==> src/rtl/spi_pkg.sv <==
// spi_pkg: shared types and constants for the SPI responder.
//   spi_state_t : frame FSM states (IDLE, SHIFT)
//   SPI_CPOL/SPI_CPHA : the only supported mode (mode 0)
//   SPI_DATA_W  : default frame word width
package spi_pkg;

  typedef enum logic {
    IDLE  = 1'b0,
    SHIFT = 1'b1
  } spi_state_t;

  localparam logic SPI_CPOL   = 1'b0;
  localparam logic SPI_CPHA   = 1'b0;
  localparam int   SPI_DATA_W = 8;

endpackage

==> src/rtl/spi_edge_sync.sv <==
// spi_edge_sync: multi-flop synchronizer for one asynchronous bit plus an
// edge detector on the synchronized value.
//   clk, rst : system clock, async active-high reset
//   pin      : asynchronous input
//   sync     : synchronized level
//   rise     : one-cycle pulse on a 0->1 transition of sync
//   fall     : one-cycle pulse on a 1->0 transition of sync
module spi_edge_sync #(
  parameter int   SYNC_STAGES = 2,
  parameter logic RESET_VAL   = 1'b0
) (
  input  logic clk,
  input  logic rst,
  input  logic pin,
  output logic sync,
  output logic rise,
  output logic fall
);

  logic [SYNC_STAGES-1:0] sync_q;
  logic                   prev_q;

  // Synchronizer chain plus one history flop. Resetting to the idle level
  // of the line keeps a spurious edge from appearing after reset release.
  always_ff @(posedge clk or posedge rst) begin
    if (rst) begin
      sync_q <= {SYNC_STAGES{RESET_VAL}};
      prev_q <= RESET_VAL;
    end else begin
      sync_q <= {sync_q[SYNC_STAGES-2:0], pin};
      prev_q <= sync_q[SYNC_STAGES-1];
    end
  end

  assign sync = sync_q[SYNC_STAGES-1];
  assign rise = sync & ~prev_q;
  assign fall = ~sync & prev_q;

endmodule

==> src/rtl/spi_slave.sv <==
// spi_slave: SPI mode-0 responder, MSB first, oversampled on clk.
//   clk, rst     : system clock (>= 8x sclk), async active-high reset
//   sclk, ss_n   : SPI clock and active-low select (asynchronous)
//   mosi, miso   : SPI data in / out
//   tx_data, tx_valid, tx_ready : write port of the TX holding register
//   rx_data, rx_valid           : last received word and its update strobe
//   busy        : frame in progress
//   tx_underrun : pulse, a word load found the holding register empty
//   frame_abort : pulse, select released in the middle of a word
module spi_slave
  import spi_pkg::*;
#(
  parameter int DATA_W      = SPI_DATA_W,
  parameter int SYNC_STAGES = 2
) (
  input  logic              clk,
  input  logic              rst,
  input  logic              sclk,
  input  logic              ss_n,
  input  logic              mosi,
  output logic              miso,
  input  logic [DATA_W-1:0] tx_data,
  input  logic              tx_valid,
  output logic              tx_ready,
  output logic [DATA_W-1:0] rx_data,
  output logic              rx_valid,
  output logic              busy,
  output logic              tx_underrun,
  output logic              frame_abort
);

  localparam int               CNT_W    = $clog2(DATA_W);
  localparam logic [CNT_W-1:0] LAST_BIT = CNT_W'(DATA_W - 1);

  logic sclk_s, sclk_rise, sclk_fall;
  logic ss_s, ss_rise, ss_fall;
  logic mosi_s, mosi_rise, mosi_fall;
  logic unused_edges;

  spi_state_t state, state_next;
  logic do_load, do_shift, do_sample, do_end;

  logic [DATA_W-1:0] tx_shift, hold, rx_shift;
  logic              hold_full, word_done, rx_pend;
  logic [CNT_W-1:0]  bit_cnt;
  logic              tx_write;

  spi_edge_sync #(.SYNC_STAGES(SYNC_STAGES), .RESET_VAL(1'b0)) u_sclk (
    .clk(clk), .rst(rst), .pin(sclk), .sync(sclk_s), .rise(sclk_rise), .fall(sclk_fall)
  );
  spi_edge_sync #(.SYNC_STAGES(SYNC_STAGES), .RESET_VAL(1'b1)) u_ss (
    .clk(clk), .rst(rst), .pin(ss_n), .sync(ss_s), .rise(ss_rise), .fall(ss_fall)
  );
  spi_edge_sync #(.SYNC_STAGES(SYNC_STAGES), .RESET_VAL(1'b0)) u_mosi (
    .clk(clk), .rst(rst), .pin(mosi), .sync(mosi_s), .rise(mosi_rise), .fall(mosi_fall)
  );

  // Only some of the synchronizer outputs matter here.
  assign unused_edges = ^{sclk_s, ss_s, mosi_rise, mosi_fall};

  assign tx_ready = ~hold_full;
  assign tx_write = tx_valid & ~hold_full;

  // Frame state register.
  always_ff @(posedge clk or posedge rst) begin
    if (rst) state <= IDLE;
    else     state <= state_next;
  end

  // Next state and per-cycle datapath commands. Select release wins over
  // any sclk edge in the same cycle; sclk edges are ignored outside a frame.
  always_comb begin
    state_next = state;
    do_load    = 1'b0;
    do_shift   = 1'b0;
    do_sample  = 1'b0;
    do_end     = 1'b0;
    busy       = 1'b0;
    miso       = 1'b0;
    case (state)
      IDLE: begin
        if (ss_fall) begin
          state_next = SHIFT;
          do_load    = 1'b1;
        end
      end
      SHIFT: begin
        busy = 1'b1;
        miso = tx_shift[DATA_W-1];
        if (ss_rise) begin
          state_next = IDLE;
          do_end     = 1'b1;
        end else begin
          do_sample = sclk_rise;
          if (sclk_fall) begin
            do_load  = word_done;
            do_shift = ~word_done;
          end
        end
      end
      default: state_next = IDLE;
    endcase
  end

  // Datapath. The load decision uses the holding state from before any
  // same-cycle write, so a write racing a load goes to the next word.
  // rx_valid trails the rx_data update by one cycle via rx_pend.
  always_ff @(posedge clk or posedge rst) begin
    if (rst) begin
      tx_shift    <= '0;
      hold        <= '0;
      hold_full   <= 1'b0;
      rx_shift    <= '0;
      rx_data     <= '0;
      rx_pend     <= 1'b0;
      rx_valid    <= 1'b0;
      bit_cnt     <= '0;
      word_done   <= 1'b0;
      tx_underrun <= 1'b0;
      frame_abort <= 1'b0;
    end else begin
      rx_valid    <= rx_pend;
      rx_pend     <= 1'b0;
      tx_underrun <= 1'b0;
      frame_abort <= 1'b0;

      if (tx_write) begin
        hold      <= tx_data;
        hold_full <= 1'b1;
      end

      if (do_load) begin
        word_done <= 1'b0;
        if (hold_full) begin
          tx_shift  <= hold;
          hold_full <= 1'b0;
        end else begin
          tx_shift    <= '0;
          tx_underrun <= 1'b1;
        end
      end

      if (do_shift) tx_shift <= {tx_shift[DATA_W-2:0], 1'b0};

      if (do_sample) begin
        rx_shift <= {rx_shift[DATA_W-2:0], mosi_s};
        if (bit_cnt == LAST_BIT) begin
          rx_data   <= {rx_shift[DATA_W-2:0], mosi_s};
          rx_pend   <= 1'b1;
          bit_cnt   <= '0;
          word_done <= 1'b1;
        end else begin
          bit_cnt <= bit_cnt + CNT_W'(1);
        end
      end

      // Releasing select mid-word throws the partial word away.
      if (do_end) begin
        if (bit_cnt != '0) frame_abort <= 1'b1;
        bit_cnt   <= '0;
        word_done <= 1'b0;
        rx_shift  <= '0;
      end
    end
  end

endmodule
==> config.mk <==
export PLATFORM = sky130hd
export DESIGN_NAME = spi_slave
export DESIGN_NICKNAME = d
export VERILOG_FILES = /design/src/rtl/spi_pkg.sv /design/src/rtl/spi_edge_sync.sv /design/src/rtl/spi_slave.sv
export SDC_FILE = /design/constraint.sdc
export NUM_CORES = 1
export LEC_CHECK = 0
export CORE_MARGIN = 2
export CORE_UTILIZATION = 50
export DETAILED_ROUTE_END_ITERATION = 8
export PLACE_DENSITY = 0.79
export SLEW_MARGIN = 20
export SYNTH_ARGS = -nofsm -noshare
export SYNTH_HDL_FRONTEND = slang
export SYNTH_SLANG_ARGS = --single-unit
==> constraint.sdc <==
create_clock -name clk -period 2.04 [get_ports clk]
set_input_delay 0.204 -clock clk [delete_from_list [all_inputs] [get_ports clk]]
set_output_delay 0.204 -clock clk [all_outputs]
set_load 0.005 [all_outputs]
# Word level (Yosys, flattened, before mapping)
# Index checks and enable logic that the tools add are counted.
# totals
reg_bits	49
latchBits	0
ram_bits	0
romBits	0
inputBits	14
out_inout_bits	14
wordCells	71
memories	0
# classes
addsub	1
n_mul	0
n_div	0
order_cmp	0
eq_ne	1
shift	0
muxes	36
n_bitwise	12
reduce_logical	4
# ops
op	count
$mux W1	26
$mux W8	3
$mux W7	2
$mux W3	3
$not A1 Y1	7
$and A1 B1 Y1	5
$pmux W1 S2	2
$reduce_bool A2 Y1	2
$add A3 B1 Y3 const B	1
$eq A3 B3 Y1 const B	1
$reduce_bool A3 Y1	1
$reduce_and A2 Y1	1

# Depth between registers and ports, before layout
# depth
depth_word	9
depth_mapped	6
mapped_depth_nobuf	4

# Modules after synthesis
# From an unflattened synthesis, not the netlist that was laid out.
# unflattened
cells_unflattened	166
area_unflattened_um2	2129.5
# by_module_without_submodules
module	n_inst	cells_per_inst	area_each_um2	seq_area_each_um2
spi_slave	1	148	1844.3	1026.0
spi_edge_sync (u_mosi ...)	2	6	93.8	75.1
spi_edge_sync (u_ss)	1	6	97.6	78.8

# Worst setup path before layout
# No wires, ideal clock.
# synth_timing
kind	register to register
start	register u_ss.prev_q
end	register tx_shift[1]
setup_time_ns	0.126
arrival_time_ns	1.467
t_required_ns	1.914
setup_slack_ns	0.447
stages_incl_launch_ff	7
path_buffers	2
period_less_slack_ns	1.593
cell_sequence	dfstp_2 -> nor2b_4 -> or4b_1 -> buf_2 -> buf_6 -> nor2_1 -> a31oi_1
# synth_between
elab_chain_len	5
word_cells_on_any_way	10
cone_classes	mux: 6; bitwise: 3; reduce/logical: 1
# synth_lines
element	line_no	source
start, declared	spi_edge_sync.sv:21	logic prev_q;
start signal, assigned	spi_edge_sync.sv:31	prev_q <= sync_q[SYNC_STAGES-1];
$not A1 Y1	spi_edge_sync.sv:36	assign rise = sync & ~prev_q;
$and A1 B1 Y1	spi_edge_sync.sv:36	
$mux W1	spi_slave.sv:90	if (ss_rise) begin
$pmux W1 S2 / $mux W1 (equally long branches)	spi_slave.sv:80	case (state)
$reduce_bool A2 Y1 (no line) / $mux W8 (equally long branches)	--	
end signal, assigned	spi_slave.sv:135	tx_shift <= hold;
end signal, assigned	spi_slave.sv:143	if (do_shift) tx_shift <= {tx_shift[DATA_W-2:0], 1'b0};
end, declared	spi_slave.sv:43	logic [DATA_W-1:0] tx_shift, hold, rx_shift;
# Several ways; a longest one is shown, not always the timed one.
# A chain may end at the register's enable or synchronous reset.

# Worst setup path after layout
# layout_timing
start	register u_ss.prev_q
end	register tx_shift[2]
# Same word-level chain as after synthesis.

==> results.ini <==
[outcome]
status=finished, final reports clean

[final_layout]
layout-drive-gt1-share_pct=17.44
num-fill-cells=297
final_util_pct=64.25
antenna_cells=0
syn2layout_area_growth_pct=21.96
nets=211

[global_routing]
grt_max_degree=28
antenna_found_initial=0
overflow=0
grt_pass1_vias=1214
grt_pass1_wl_um=5830
gr-usage-all-layers_pct=18.02

[floorplan]
die-height_um=66.34
rows=22
die_width_um=66.34
start_util_pct=52.68
core_mm2=0.003689
dieArea_mm2=0.004401
ioPinCount=28

[synthesis]
syn-num-nets=182
ys_warn_count=0
ys_ff_latch=49
avgSynthCellArea_um2=11.78
synth_edf_count=0
yosys_most_used_dff=dfrtp_1
muxShareOfSynthArea_pct=9.272
synth-simple-area-share_pct=15.78
yosysTopAreaCellShare_pct=59.24
synth-async-reset-ratio_pct=100.0
synth_cell_types=27
synth.cell_area_mm2=0.001943
yosysSeqAreaShare_pct=63.30
netlist_instances=165
yosys.area_share.xor_xnor_pct=0
synth_top_family_by_area=simple AND/OR/NAND/NOR gates
synth_compound_area_share_pct=6.310
synthAdderAreaFrac_pct=1.932
synth_area_leaders=dfrtp_1 59%, mux2_2 9.3%, nand2_1 5.8%, dfstp_2 4.1%, nand3_1 3.3%
synth_top_area_cell=dfrtp_1

[clock_network]
htreeDepth=2
tritoncts=done
root_buffer=clkbuf_8
cts_sinks=49
cts_setup_buffers=0
path_clk_slew_ns=0.09
worst_skew_pair.late_latency_ns=0.30
numCtsBuffers=5
cts_buffer_depth=2
cts-resized-gates=0
ctsHoldBuffers=0

[setup_path]
rr_worst_depth=4
critical_path.max_stage_delay_ns=0.73
slowest_stage=or4b_1
path_buf_inv=0
cpLargestDelayFamily=simple AND/OR/NAND/NOR gates
r2r_end=tx_shift[2]$_DFFE_PP0P_
crit_cells=4
rrSetupSlack_ns=0.28
r2r-start=u_ss.prev_q$_DFF_PP1_
critPathKind=reg -> reg
cp-start-kind=flop
path_cells=nor2b_4, or4b_1, nor2_1, a31oi_1
critPathLaunch=u_ss.prev_q$_DFF_PP1_
crit_arrival_ns=1.92
path_max_fanout=15
endpoint=tx_shift[2]$_DFFE_PP0P_
cp.required_ns=2.20
end_kind=flop

[sta]
slew_headroom_pct=65.40
tns_ns=0
report.final.slew_viol_count=0
worst-slew-pin-transition_ns=0.5159
fin_skew_ns=0.01093
finalCriticalPeriod_ns=1.764
hold_slack_ns=0.2601
max_freq_mhz=566.9
rsz0062_at_grt=no
hold_viol_final=0
post-route-period-util_pct=86.47
setup_slack_ns=0.2760
setup-violations-final=0

[pwr]
p_leak_uw=0.001113
p_per_area_mw_per_mm2=963.1
peakVddDrop_v=0.0006210

[placement]
dpl.hpwl_um=2499
dp_slack_ns=0.2736
numPortBuffers=27
place_congestion=0.7256

[routing]
dr.pass1.iters=5
vias=1283
viasPerCell=5.280
routedWlPerCell_um=14.17
drtIter0Drc=64
ant_nets=0
routed_wl_um=3444
drc=0

[job]
drv_cap=0

[worst_hold_path]
min_path_type=in -> async

## sequential cells by signal, summed over array words and instances, names as in the netlist, 2 cells and up
register,flops
tx_shift,8
u_mosi.sync_q,2
u_ss.sync_q,2
u_sclk.sync_q,2
bit_cnt,3
rx_data,8
hold,8
rx_shift,7
## worst min path at each step
| stage | start | to |
|---|---|---|
| 4_1_cts | rst | frame_abort$_DFF_PP0_ |
| 6_report | rst | bit_cnt[2]$_DFFE_PP0P_ |
| 3_5_place_dp | u_sclk.sync_q[0]$_DFF_PP0_ | u_sclk.sync_q[1]$_DFF_PP0_ |
| 2_1_floorplan | ss_n | u_ss.sync_q[0]$_DFF_PP1_ |
| 3_3_place_gp | u_sclk.sync_q[0]$_DFF_PP0_ | u_sclk.sync_q[1]$_DFF_PP0_ |
| 5_1_grt | rst | bit_cnt[0]$_DFFE_PP0P_ |
## per-stage QoR
stage / instance area (um^2) / power [uW] / instances
6_report: 2370 / 2282 / 243
5_1_grt: 2370 / 2405 / 243
4_1_cts: 2370 / 2303 / 243
3_5_place_dp: 2268 / 1697 / 235
3_3_place_gp: 2268 / 1650 / 235
2_1_floorplan: 1943 / 1536 / 165
## where the power goes
part	total (uW)	switching, uW	leakage [uW]	internal [uW]
logic	369	155	0.000436	215
clock network	608	302	0.0000542	307
registers	1300	144	0.000623	1160
total	2280	601	0.00111	1680
## metal layers
layer	up-vias	share of wire (%)	GRT usage, %
met5	-	0	0
li1	614	-	-
met2	37	50	29.50
met4	0	0.99	6.633
met1	627	45	23.34
met3	5	4.6	4.259
## placed cells by master, fill, tap and decap left out
cell type         n
clkbuf_8          7
o31ai_2           1
or3b_1            1
or4b_1            1
dfrtp_1          46
a21boi_0          1
a31oi_1           7
nand2_1          30
and4b_1           1
buf_4             2
o31a_1            1
nor2b_4           1
and2_1            2
nand4b_2          1
buf_12            1
nand3_1          13
nor2b_1           1
nor2_1            9
inv_2             1
a21oi_1           7
a21o_1            1
ha_1              3
mux2_2           16
clkinv_2          1
o31ai_1           1
nand2b_1          2
or3_1             1
dfstp_2           3
inv_1             6
clkdlybuf4s50_1  27
## cell type report
cell class / count / area [um^2] / share of cell area (%)
Inverter: 7 / 26.28 / 1.109
Tap cell: 48 / 60.06 / 2.534
Multi-Input combinational cell: 101 / 646.9 / 27.30
Clock inverter: 1 / 5.005 / 0.2112
Clock buffer: 7 / 96.34 / 4.065
Sequential cell: 49 / 1230 / 51.90
Timing Repair Buffer: 30 / 305.3 / 12.88
## cell usage after synthesis, types with 3 or more instances
cell	number
nand2_1	30
dfrtp_1	46
clkbuf_1	5
ha_1	3
dfstp_2	3
mux2_2	16
a31oi_1	7
nor2_1	9
inv_1	7
a21oi_1	7
nand3_1	13
## kinds of logic (layout without fill, tap and decap cells)
| group | after synthesis | count (layout) |
|---|---|---|
| adder cells (fa/ha/maj) | 3 | 3 |
| multiplexers | 16 | 16 |
| AND/OR/NAND/NOR | 63 | 63 |
| buffers and inverters | 15 | 45 |
| AO/OA/AOI/OAI | 19 | 19 |
| flip-flops | 49 | 49 |
Note: power is estimated with default switching activity, not from simulation.
